## src/rtl/quad_enc.sv

```systemverilog
// Quadrature rotary encoder front end with push switch.
// Raw inputs are synchronised and debounced. A transition decoder feeds a
// signed detent accumulator that drives a bounded position counter. The
// switch path produces a pressed level, a press pulse and a long-press pulse.
module quad_enc #(
  parameter int DB_CYCLES        = 16,
  parameter int POS_W            = 8,
  parameter int STEPS_PER_DETENT = 4,
  parameter int WRAP             = 1,
  parameter int POS_MIN          = 0,
  parameter int POS_MAX          = 2**POS_W-1,
  parameter int LONG_CYCLES      = 1024
) (
  input  logic             clk,
  input  logic             rst,
  input  logic             enc_a,
  input  logic             enc_b,
  input  logic             enc_sw,
  input  logic             clr,
  output logic [POS_W-1:0] pos,
  output logic             step,
  output logic             dir,
  output logic             sw_level,
  output logic             sw_press,
  output logic             sw_long,
  output logic             err
);

  // ---------------------------------------------------------------------
  // Derived constants
  // ---------------------------------------------------------------------
  // Debounce counter only ever holds 0..DB_CYCLES-1.
  localparam int DB_W = $clog2(DB_CYCLES);
  localparam logic [DB_W-1:0] DB_LAST = DB_W'(DB_CYCLES - 1);

  // Startup blanking covers the window in which a non-idle encoder state
  // still has to work its way through the synchroniser and debouncer.
  localparam int BLANK_CYCLES = DB_CYCLES + 3;
  localparam int BLANK_W      = $clog2(BLANK_CYCLES + 1);
  localparam logic [BLANK_W-1:0] BLANK_DONE = BLANK_W'(BLANK_CYCLES);

  // Sub-counter needs to reach +/-STEPS_PER_DETENT, plus a sign bit.
  localparam int SUB_W = $clog2(STEPS_PER_DETENT) + 2;
  localparam logic signed [SUB_W-1:0] SUB_ONE  = SUB_W'(1);
  localparam logic signed [SUB_W-1:0] SUB_POS  = SUB_W'(STEPS_PER_DETENT);
  localparam logic signed [SUB_W-1:0] SUB_NEG  = -SUB_POS;
  localparam logic signed [SUB_W-1:0] SUB_ZERO = '0;

  localparam logic [POS_W-1:0] P_MIN = POS_W'(POS_MIN);
  localparam logic [POS_W-1:0] P_MAX = POS_W'(POS_MAX);

  // Hold counter saturates at LONG_CYCLES.
  localparam int HOLD_W = $clog2(LONG_CYCLES + 1);
  localparam logic [HOLD_W-1:0] HOLD_MAX  = HOLD_W'(LONG_CYCLES);
  localparam logic [HOLD_W-1:0] HOLD_LAST = HOLD_W'(LONG_CYCLES - 1);

  // ---------------------------------------------------------------------
  // Input conditioning: one synchroniser + debouncer per raw input.
  // Bit 0 = b, bit 1 = a, bit 2 = switch (active-low raw).
  // ---------------------------------------------------------------------
  logic [2:0] raw_in;
  logic [2:0] db_bits;

  assign raw_in = {enc_sw, enc_a, enc_b};

  for (genvar gi = 0; gi < 3; gi++) begin : g_in
    logic            meta_reg;
    logic            sync_reg;
    logic            db_reg;
    logic [DB_W-1:0] cnt_reg;

    // Two-flop synchroniser; idles high to match pulled-up inputs.
    always_ff @(posedge clk or posedge rst) begin
      if (rst) begin
        meta_reg <= 1'b1;
        sync_reg <= 1'b1;
      end else begin
        meta_reg <= raw_in[gi];
        sync_reg <= meta_reg;
      end
    end

    // Debounce: any agreeing cycle restarts the count; the new value is
    // accepted on the cycle after the counter has reached DB_CYCLES-1.
    always_ff @(posedge clk or posedge rst) begin
      if (rst) begin
        db_reg  <= 1'b1;
        cnt_reg <= '0;
      end else if (sync_reg == db_reg) begin
        cnt_reg <= '0;
      end else if (cnt_reg == DB_LAST) begin
        db_reg  <= sync_reg;
        cnt_reg <= '0;
      end else begin
        cnt_reg <= cnt_reg + 1'b1;
      end
    end

    assign db_bits[gi] = db_reg;
  end

  logic [1:0] cur_ab;
  logic       db_sw;

  assign cur_ab = {db_bits[1], db_bits[0]};
  assign db_sw  = db_bits[2];

  // ---------------------------------------------------------------------
  // Startup blanking
  // ---------------------------------------------------------------------
  logic [BLANK_W-1:0] blank_cnt_reg;
  logic               blanking;

  assign blanking = (blank_cnt_reg != BLANK_DONE);

  // Count the first cycles out of reset, then park at the terminal value.
  always_ff @(posedge clk or posedge rst) begin
    if (rst) begin
      blank_cnt_reg <= '0;
    end else if (blanking) begin
      blank_cnt_reg <= blank_cnt_reg + 1'b1;
    end
  end

  // ---------------------------------------------------------------------
  // Quadrature transition decoder
  // ---------------------------------------------------------------------
  logic [1:0] prev_ab_reg;
  logic       q_inc;
  logic       q_dec;
  logic       q_illegal;

  // Classify the previous->current debounced {a,b} pair.
  always_comb begin
    q_inc     = 1'b0;
    q_dec     = 1'b0;
    q_illegal = 1'b0;
    case ({prev_ab_reg, cur_ab})
      4'b00_10, 4'b10_11, 4'b11_01, 4'b01_00: q_inc     = 1'b1;
      4'b10_00, 4'b11_10, 4'b01_11, 4'b00_01: q_dec     = 1'b1;
      4'b00_11, 4'b11_00, 4'b01_10, 4'b10_01: q_illegal = 1'b1;
      default:                                ;
    endcase
  end

  // Previous state always follows the current one: after a legal move,
  // after an illegal jump, and during blanking alike.
  always_ff @(posedge clk or posedge rst) begin
    if (rst) begin
      prev_ab_reg <= 2'b11;
    end else begin
      prev_ab_reg <= cur_ab;
    end
  end

  // ---------------------------------------------------------------------
  // Detent accumulator and position counter
  // ---------------------------------------------------------------------
  logic signed [SUB_W-1:0] sub_reg;
  logic signed [SUB_W-1:0] sub_next;
  logic signed [SUB_W-1:0] sub_sum;
  logic [POS_W-1:0]        pos_reg;
  logic [POS_W-1:0]        pos_next;
  logic                    step_reg;
  logic                    step_next;
  logic                    dir_reg;
  logic                    dir_next;
  logic                    err_reg;
  logic                    err_next;

  // Accumulate decoder counts, emit a step at a full detent, move pos
  // within bounds; clr overrides everything and swallows the step.
  always_comb begin
    sub_sum   = sub_reg;
    sub_next  = sub_reg;
    pos_next  = pos_reg;
    step_next = 1'b0;
    dir_next  = dir_reg;
    err_next  = 1'b0;

    if (q_inc) begin
      sub_sum = sub_reg + SUB_ONE;
    end else if (q_dec) begin
      sub_sum = sub_reg - SUB_ONE;
    end

    if (!blanking) begin
      err_next = q_illegal;
      if (sub_sum == SUB_POS) begin
        sub_next  = SUB_ZERO;
        step_next = 1'b1;
        dir_next  = 1'b1;
        if (pos_reg == P_MAX) begin
          pos_next = (WRAP != 0) ? P_MIN : P_MAX;
        end else begin
          pos_next = pos_reg + 1'b1;
        end
      end else if (sub_sum == SUB_NEG) begin
        sub_next  = SUB_ZERO;
        step_next = 1'b1;
        dir_next  = 1'b0;
        if (pos_reg == P_MIN) begin
          pos_next = (WRAP != 0) ? P_MAX : P_MIN;
        end else begin
          pos_next = pos_reg - 1'b1;
        end
      end else begin
        sub_next = sub_sum;
      end
    end

    if (clr) begin
      pos_next  = P_MIN;
      sub_next  = SUB_ZERO;
      step_next = 1'b0;
      dir_next  = dir_reg;
    end
  end

  // Encoder-side state register.
  always_ff @(posedge clk or posedge rst) begin
    if (rst) begin
      sub_reg  <= SUB_ZERO;
      pos_reg  <= P_MIN;
      step_reg <= 1'b0;
      dir_reg  <= 1'b0;
      err_reg  <= 1'b0;
    end else begin
      sub_reg  <= sub_next;
      pos_reg  <= pos_next;
      step_reg <= step_next;
      dir_reg  <= dir_next;
      err_reg  <= err_next;
    end
  end

  // ---------------------------------------------------------------------
  // Push switch: level, press pulse, long-press pulse
  // ---------------------------------------------------------------------
  logic [HOLD_W-1:0] hold_cnt_reg;
  logic              sw_press_reg;
  logic              sw_long_reg;

  assign sw_level = ~db_sw;

  // Hold counter runs while pressed, saturates, clears on release.
  always_ff @(posedge clk or posedge rst) begin
    if (rst) begin
      hold_cnt_reg <= '0;
    end else if (!sw_level) begin
      hold_cnt_reg <= '0;
    end else if (hold_cnt_reg != HOLD_MAX) begin
      hold_cnt_reg <= hold_cnt_reg + 1'b1;
    end
  end

  // A pressed level with a zero hold count is the first pressed cycle;
  // the long pulse fires on the same edge the counter hits its ceiling.
  always_ff @(posedge clk or posedge rst) begin
    if (rst) begin
      sw_press_reg <= 1'b0;
      sw_long_reg  <= 1'b0;
    end else begin
      sw_press_reg <= sw_level && (hold_cnt_reg == '0);
      sw_long_reg  <= sw_level && (hold_cnt_reg == HOLD_LAST);
    end
  end

  // ---------------------------------------------------------------------
  // Outputs
  // ---------------------------------------------------------------------
  assign pos      = pos_reg;
  assign step     = step_reg;
  assign dir      = dir_reg;
  assign err      = err_reg;
  assign sw_press = sw_press_reg;
  assign sw_long  = sw_long_reg;

endmodule

```

## config.mk

```make
export PLATFORM = sky130hd
export DESIGN_NAME = quad_enc
export DESIGN_NICKNAME = d
export VERILOG_FILES = /design/src/rtl/quad_enc.sv
export SDC_FILE = /design/constraint.sdc
export NUM_CORES = 1
export LEC_CHECK = 0
export CORE_UTILIZATION = 63
export DETAILED_ROUTE_END_ITERATION = 16
export HOLD_SLACK_MARGIN = 0.03
export PLACE_DENSITY_LB_ADDON = 0.05
export SLEW_MARGIN = 10
export SYNTH_ARGS = -nofsm -noshare
export SYNTH_HDL_FRONTEND = slang
export SYNTH_SLANG_ARGS = --single-unit
```

## constraint.sdc

```tcl
create_clock -name clk -period 3.8 [get_ports clk]
set_clock_uncertainty 0.2 [all_clocks]
set_input_delay 0.76 -clock clk [delete_from_list [all_inputs] [get_ports clk]]
set_output_delay 0.76 -clock clk [all_outputs]
set_load 0.03 [all_outputs]
```

==> summary.md, run 1 <==
| Metric | Value |
|---|---|
| Initial antenna violation count | `0` |
| F_max | `0.361 GHz` |
| TritonCTS clock tree | `yes` |
| First-pass DRT Iterations | `10` |
| Post-Syn Area | `3000 µm²` |
| Final worst slack | `1030 ps` |
| Final Hold Vio Count | `0` |
| FF/Latch Area | `1420 µm²` |
| Setup violators final | `0` |
| Mean number of vias per cell | `6.09` |
| Util after Layout | `74.2%` |
| Async set-reset flop share out of synthesis | `100%` |
| Worst-Margin Slew | `660 ps` |
| Hold Path Class | `reg2reg` |
| Relative slew slack | `55.6%` |
| Post-synth top flop | `dfrtp_1` |
| Residual DRC count | `1` |
| Startpoint types | `flip-flop` |
| Adder-cell share of the synthesized area | `4.59%` |
| Area of the multi-input gates | `1470 µm²` |
| # IOs | `20` |
| Synthesized Nets | `317` |
| Synth Area in Compound Gates | `11.9%` |
| Largest register FFs | `12` |
| Mux cell area share after synthesis | `2.88%` |
| Pins Over Slew Limit | `0` |
| Share of the synthesized area in the top cell type | `37.5%` |
| Reg2Reg Depth | `6` |
| Post-synthesis sequential area ratio | `47.1%` |
| FF+latch count, synth | `56` |
| Die area | `5040 µm²` |
| Worst reg2reg startpoint | `g_in[0].db_reg$_DFFE_PP1P_` |
| Leak Pwr | `1.38 nW` |
| GRT Util Overall | `24.6%` |
| Simple-gate share of the synthesized area | `20.4%` |
| Period minus WS final | `2770 ps` |
| Max-cap violations | `0` |
| Worst setup EP type | `flip-flop` |
| Tot Pwr | `1.14 mW` |
| Root Buffer | `clkbuf_8` |
| Met1 Use GR | `32.3%` |
| Status | `complete, but fails checks` |
| Die width | `71.0 µm` |
| Crit Path Max Fanout | `9` |
| Antenna cells | `0` |
| DRT iter0 DRCs | `158` |
| Crit path DAT | `2770 ps` |
| Congestion Overflow GR | `0` |
| Row count | `24` |
| DP Wirelength | `3970 µm` |
| PwrDens | `344 nW/µm²` |
| Placed cells | `361` |
| Starting Density | `67.1%` |
| Crit path kind | `reg2reg` |
| Worst-path clk slew | `100 ps` |
| Final-layout fill cell count | `336` |
| Netlist cell types | `50` |
| Final ANT Viol Nets | `0` |
| Resized cells post-CTS | `0` |
| Yosys warns | `0` |
| Commonest cells post-synth | `45 x dfrtp_1, 25 x nand3_1, 21 x nor2_1, 20 x xnor2_1, 19 x a21oi_1` |
| Fin cells | `369` |
| Syn_area_per_cell | `10.0 µm²` |
| Number of synthesized flops with an enable pin | `0` |
| Synthesis-to-finish area growth | `10.6%` |
| Tcrit/Tclk final | `72.9%` |
| H-tree levels | `2` |
| Grt peak-use layer | `met2` |
| Synth Area in XOR/XNOR | `9.34%` |
| Pre-CTS setup slack | `1090 ps` |
| Postcts setup bufs | `0` |
| Total CTS buffers | `5` |
| Grt met3 use | `3.99%` |
| Clk_lat worst skew | `320 ps` |
| Top-count cell post-synth | `dfrtp_1` |
| Post-Route WL | `5560 µm` |
| Core ar. | `4470 µm²` |
| Port Buf Inserts | `19` |
| Hold depth | `0` |
| Finished Cell Area | `3320 µm²` |
| Synth top area cells | `dfrtp_1 38%, dfstp_2 9.6%, xnor2_1 5.8%, ha_1 4.6%, nand3_1 4.2%` |
| RSZ-0062 raised after global routing | `no` |
| Peak supply drop | `0.287 mV` |
| WP data required | `3800 ps` |
| # nets final | `333` |
| Vias | `2246` |
| Main combinational cell family by area after synthesis | `simple AND/OR/NAND/NOR gates` |
| Worst hold endpoint | `g_in[1].sync_reg$_DFF_PP1_` |
| First-pass GRT wire length | `9770 µm` |
| Grt met2 use | `41.6%` |
| Total negative setup slack | `0 ps` |
| Max Buffers Root-to-Sink | `2` |
| Num Clock Sinks | `56` |
| Dpl cell area | `3220 µm²` |
| Hold path start | `g_in[1].meta_reg$_DFF_PP1_` |
| Wirelength per Cell | `15.1 µm` |
| Layout cells sized above 1 | `9.46%` |
| Vias in the first global route | `2184` |
| Die H | `71.0 µm` |
| Violated checks | `DRC` |
| Pin count of the biggest net entering global routing | `23` |
| Hold WS | `162 ps` |
| Synth Instances | `300` |
| Placer Congestion | `0.917` |
| Reg-to-reg critical path endpoint | `pos[0]$_DFFE_PP0P_` |
| Worst reg-to-reg setup slack | `1030 ps` |
| Area leader, netlist | `dfrtp_1` |
| Hold Buf Count CTS | `0` |
worst max-delay path by stage:
stage / startpoint / to / slack [ps] / depth (start not counted)
final: g_in[0].db_reg$_DFFE_PP1P_ / pos[0]$_DFFE_PP0P_ / 1030 / 6
after global routing: g_in[0].db_reg$_DFFE_PP1P_ / pos[0]$_DFFE_PP0P_ / 870 / 6
after CTS: g_in[0].db_reg$_DFFE_PP1P_ / pos[0]$_DFFE_PP0P_ / 1060 / 6
after detailed placement: sub_reg[2]$_DFFE_PP0P_ / pos[0]$_DFFE_PP0P_ / 1090 / 6
after global placement: sub_reg[0]$_DFFE_PP0P_ / pos[0]$_DFFE_PP0P_ / 1140 / 6
after floorplan: g_in[1].db_reg$_DFFE_PP1P_ / pos[3]$_DFFE_PP0P_ / 1290 / 8
cell type report:
type	instances	share of cell area, %
multi-input cells	217	44.4
flip-flops and latches	56	42.6
repair buffers	22	6.41
clock buffers	6	2.49
well taps	52	1.96
inverters	14	1.58
clock inverters	2	0.565
cells by family (layout without fill, tap and decap cells):
family	after synthesis	after routing
buffers and inverters	27	44
AOI/OAI and AO/OA	54	54
adders and majority gates	11	11
and+or+nand+nor	112	112
xor gates and xnor gates	32	32
DFF	56	56
muxes	8	8
per-layer routing:
metal,vias to the layer above,wire [µm],part of all wire [%]
met4,0,71,1.3
met1,1093,2600,47
met3,8,175,3.1
met2,43,2720,49
met5,-,0,0
li1,1102,-,-
cell usage in the layout (no fill, tap or decap), types with 5 or more instances in the layout:
cell type        instances
a21oi_1                 19
dfrtp_1                 45
clkbuf_8                 6
xor2_1                  12
xnor2_1                 20
ha_1                    11
clkdlybuf4s50_1         19
dfstp_2                 11
nor2_1                  21
nand4_1                  5
inv_1                   13
nand2_1                 18
o21ai_0                 10
nand3_1                 25
nor3_1                   8
worst max-delay path, stage by stage (launching register included):
cell	delay, ps
dfstp_2	620
xor2_1	420
nor4_1	180
nor4_4	400
o2111a_1	470
nand2_1	110
a32o_1	250
where the power goes:
| group | switching [mW] | leakage (nW) | total, mW | internal (mW) |
|---|---|---|---|---|
| Sequential | 0.0446 | 0.706 | 0.682 | 0.637 |
| Clock | 0.198 | 0.0493 | 0.351 | 0.153 |
| Combinational | 0.0617 | 0.628 | 0.111 | 0.0496 |
| Total | 0.304 | 1.38 | 1.14 | 0.840 |
Power figures use the tool's default switching activity.
==> run 2: changes to the inputs <==
Settings changed: CORE_UTILIZATION 63 to 59.
Clock period 3.8 ns to 2.8 ns, I/O delays scaled along.
==> summary.md, run 2 (synthesis gave the netlist of run 1 again) <==
| Metric | Value |
|---|---|
| Row count | `25` |
| Crit Path Max Fanout | `12` |
| Largest register FFs | `12` |
| Most frequent cells in the layout | `45 x dfrtp_1, 25 x nand3_1, 21 x nor2_1` |
| Max Buffers Root-to-Sink | `2` |
| Worst-path clk slew | `110 ps` |
| Period minus WS final | `2620 ps` |
| Leak Pwr | `1.39 nW` |
| Final ANT Viol Nets | `0` |
| Hold WS | `150 ps` |
| Relative slew slack | `56.0%` |
| Total CTS buffers | `5` |
| F_max | `0.381 GHz` |
| Residual DRC count | `0` |
| Layout cells sized above 1 | `10.7%` |
| Vias | `2292` |
| Core ar. | `4820 µm²` |
| Clk_lat worst skew | `320 ps` |
| Comb pwr share | `9.8%` |
| Resized cells post-CTS | `0` |
| WP data required | `2860 ps` |
| Tcrit/Tclk final | `93.7%` |
| DRT iter0 DRCs | `127` |
| TritonCTS clock tree | `yes` |
| Setup violators final | `0` |
| Worst-Margin Slew | `654 ps` |
| First-pass DRT Iterations | `4` |
| H-tree levels | `2` |
| Tot Pwr | `1.54 mW` |
| Total negative setup slack | `0 ps` |
| Vias in the first global route | `2161` |
| Antenna cells | `0` |
| FF/Latch Area | `1420 µm²` |
| Clock power share | `30.1%` |
| Startpoint types | `flip-flop` |
| Postcts setup bufs | `0` |
| Crit path DAT | `2680 ps` |
| Status | `completed` |
| Post-Route WL | `5640 µm` |
| Root Buffer | `clkbuf_8` |
| Hold Path Class | `reg2reg` |
| Starting Density | `62.3%` |
| # IOs | `20` |
| # nets final | `335` |
| Wirelength per Cell | `14.6 µm` |
| Congestion Overflow GR | `0` |
| Switch Pwr | `0.418 mW` |
| Placer Congestion | `0.909` |
| Hold Buf Count CTS | `0` |
| DP Wirelength | `3990 µm` |
| Final Hold Vio Count | `0` |
| RSZ-0062 raised after global routing | `no` |
| Crit path kind | `reg2reg` |
| Synthesis-to-finish area growth | `12.3%` |
| Die area | `5380 µm²` |
| Area of the multi-input gates | `1480 µm²` |
| Die H | `73.3 µm` |
| Pin count of the biggest net entering global routing | `36` |
| Port Buf Inserts | `19` |
| Pins Over Slew Limit | `0` |
| Num Clock Sinks | `56` |
| Final-layout fill cell count | `414` |
| PwrDens | `456 nW/µm²` |
| Max-cap violations | `0` |
| Commonest non-fill, non-tap cell in the layout | `dfrtp_1` |
| Peak supply drop | `0.398 mV` |
| Int Pwr | `1.12 mW` |
| Die width | `73.3 µm` |
| Initial antenna violation count | `0` |
| Worst setup EP type | `flip-flop` |
| First-pass GRT wire length | `9650 µm` |
| Mean number of vias per cell | `5.94` |
| Sequential power share | `60.1%` |
| Switching Fraction | `27.2%` |
| GRT Util Overall | `23.5%` |
==> run 2: cell types whose count changed in the layout (fill, tap and decap cells not counted), sizes merged <==
cell    previous run  this run
buf                3         5
clkinv             0         1
clkbuf             6         5
==> run 2: through the flow <==
step | area (µm²) | setup slack [ps] | instances | util (%)
final | 3370 | 177 | 386 | 70.0
after global routing | 3370 | 51.9 | 386 | 70.0
after CTS | 3360 | 127 | 386 | 69.8
after detailed placement | 3270 | 142 | 378 | 67.8
after global placement | 3270 | 212 | 378 | 67.8
after floorplan | 3000 | 289 | 300 | -
==> run 2: metal layers <==
| metal | track usage, % | wire length (µm) |
|---|---|---|
| met5 | 0 | 0 |
| met4 | 7.91 | 95 |
| met3 | 4.80 | 185 |
| met2 | 37.7 | 2690 |
| met1 | 32.1 | 2670 |
==> run 2: area by class of cell <==
cell class,instances,share of cell area [%]
inverters,14,1.56
clock buffers,5,2.04
well taps,67,2.49
repair buffers,24,7.13
flip-flops and latches,56,42.0
clock inverters,3,0.817
multi-input cells,217,44.0
==> run 2: worst max-delay path: stages (launching register included) <==
cell	delay (ps)
dfstp_2	610
xnor2_1	230
mux2_1	380
mux2_2	300
nor4_2	250
buf_4	220
and2_2	210
a32o_1	170
==> run 2: power groups by stage <==
stage	logic, mW	registers (mW)	clock network [mW]
after floorplan	0.104	0.931	0
after global placement	0.148	0.933	0
after detailed placement	0.151	0.935	0
after CTS	0.153	0.924	0.478
after global routing	0.176	0.932	0.512
final	0.150	0.924	0.462
==> run 2: final timing paths <==
check,start,end,slack (ps),cells past startpoint
setup reg to reg,g_in[1].db_reg$_DFFE_PP1P_,pos[0]$_DFFE_PP0P_,180,7
hold reg to reg,g_in[2].meta_reg$_DFF_PP1_,g_in[2].sync_reg$_DFF_PP1_,150,0
min in group asynchronous,rst,dir$_DFFE_PP0P_,360,2
hold / removal,g_in[2].meta_reg$_DFF_PP1_,g_in[2].sync_reg$_DFF_PP1_,150,0
max in group asynchronous,rst,g_in[2].meta_reg$_DFF_PP1_,1440,3
setup / recovery,g_in[1].db_reg$_DFFE_PP1P_,pos[0]$_DFFE_PP0P_,180,7
==> run 3: changes to the inputs <==
Settings changed: PLACE_DENSITY from default to 0.9, PLACE_DENSITY_LB_ADDON 0.05 to default.
==> summary.md, run 3 (synthesis gave the netlist of run 1 again) <==
| Metric | Value |
|---|---|
| Die area | `5380 µm²` |
| Slowest stage delay, CP | `620 ps` |
| First-pass GRT wire length | `9740 µm` |
| Total CTS buffers | `5` |
| Clk_lat worst skew | `320 ps` |
| RSZ-0062 raised after global routing | `no` |
| GRT Util Overall | `23.9%` |
| Hold Path Class | `reg2reg` |
| Initial antenna violation count | `0` |
| Residual DRC count | `0` |
| Layout cells sized above 1 | `10.1%` |
| Relative slew slack | `53.1%` |
| Setup violators final | `0` |
| Root Buffer | `clkbuf_8` |
| Leak Pwr | `1.39 nW` |
| Tcrit/Tclk final | `94.4%` |
| Max-cap violations | `0` |
| Congestion Overflow GR | `0` |
| Crit Path Max Fanout | `13` |
| Startpoint types | `flip-flop` |
| PwrDens | `457 nW/µm²` |
| Crit path buf inv count | `0` |
| WP data required | `2820 ps` |
| Num Clock Sinks | `56` |
| Total negative setup slack | `0 ps` |
| Die H | `73.3 µm` |
| Antenna cells | `0` |
| Mean number of vias per cell | `6.01` |
| Critical path's top delay family | `simple AND/OR/NAND/NOR gates` |
| TritonCTS clock tree | `yes` |
| Status | `completed` |
| Worst-Margin Slew | `698 ps` |
| Placed cells | `377` |
| Pin count of the biggest net entering global routing | `38` |
| Most frequent cells in the layout | `45 x dfrtp_1, 25 x nand3_1, 21 x nor2_1` |
| Area of the multi-input gates | `1490 µm²` |
| Pins Over Slew Limit | `0` |
| Vias | `2314` |
| H-tree levels | `2` |
| Worst setup EP type | `flip-flop` |
| Synthesis-to-finish area growth | `12.3%` |
| Row count | `25` |
| Peak supply drop | `0.424 mV` |
| DRT iter0 DRCs | `138` |
| Crit path kind | `reg2reg` |
| Critical path, cell by cell | `xor2_1 -> nand3_1 -> and3_1 -> or2_1 -> and2_1 -> a32o_1` |
| Crit path DAT | `2660 ps` |
| Dpl cell area | `3260 µm²` |
| # IOs | `20` |
| Vias in the first global route | `2192` |
| First-pass DRT Iterations | `4` |
| Util after Layout | `69.9%` |
| Slowest CP cell | `dfstp_2` |
| Commonest non-fill, non-tap cell in the layout | `dfrtp_1` |
| Final-layout fill cell count | `378` |
| Die width | `73.3 µm` |
| Hold WS | `160 ps` |
| Max Buffers Root-to-Sink | `2` |
| Core ar. | `4820 µm²` |
| Starting Density | `62.3%` |
| Finished Cell Area | `3370 µm²` |
| Largest register FFs | `12` |
| Worst-path clk slew | `110 ps` |
| Hold Buf Count CTS | `0` |
| Wirelength per Cell | `15.1 µm` |
| Final Hold Vio Count | `0` |
| Fin cells | `385` |
| Final ANT Viol Nets | `0` |
| Period minus WS final | `2640 ps` |
| # nets final | `334` |
| FF/Latch Area | `1420 µm²` |
| Placer Congestion | `0.900` |
| Port Buf Inserts | `19` |
| Post-Route WL | `5820 µm` |
| F_max | `0.378 GHz` |
| DP Wirelength | `4160 µm` |
run 3: worst paths after layout:
kind	start	endpoint	slack, ps	depth (start not counted)
min in group asynchronous	rst	sub_reg[3]$_DFFE_PP0P_	340	2
setup / recovery	g_in[0].db_reg$_DFFE_PP1P_	pos[0]$_DFFE_PP0P_	160	6
hold / removal	g_in[2].meta_reg$_DFF_PP1_	g_in[2].sync_reg$_DFF_PP1_	160	0
max in group asynchronous	rst	g_in[2].meta_reg$_DFF_PP1_	1470	3
setup reg to reg	g_in[0].db_reg$_DFFE_PP1P_	pos[0]$_DFFE_PP0P_	160	6
hold reg to reg	g_in[2].meta_reg$_DFF_PP1_	g_in[2].sync_reg$_DFF_PP1_	160	0
run 3: layer usage:
layer  track usage, %  part of all wire, %  vias to the layer above
met5                0                    0                        -
met3             4.39                  3.1                       14
met1             29.9                   44                     1142
li1                 -                    -                     1101
met2             41.6                   51                       57
met4             8.76                  2.1                        0
run 3: metrics by stage:
step                worst slack (ps)  power (mW)
finish                           156        1.54
detailed placement               173        1.09
floorplan                        289        1.03
global placement                 269        1.08
global route                   0.741        1.60
CTS                              160        1.55
run 3: power breakdown:
group / leakage [nW] / total [mW] / internal (mW) / switching [mW]
logic: 0.639 / 0.154 / 0.0694 / 0.0845
clock network: 0.0487 / 0.464 / 0.183 / 0.281
registers: 0.706 / 0.922 / 0.865 / 0.0566
total: 1.39 / 1.54 / 1.12 / 0.422
run 3: area by class of cell:
type | count | share of cell area [%]
clock buffer | 5 | 2.04
clock inverter | 3 | 0.780
inverter | 14 | 1.56
multi-input combinational | 217 | 44.2
sequential | 56 | 42.0
tap | 67 | 2.49
timing repair buffer | 23 | 6.91
run 3: what timing repair did:
| item | in CTS | in global routing |
|---|---|---|
| setup endpoints to repair | 0 | 4 |
| setup buffers | 0 | 0 |
| gates resized for setup | 0 | 2 |
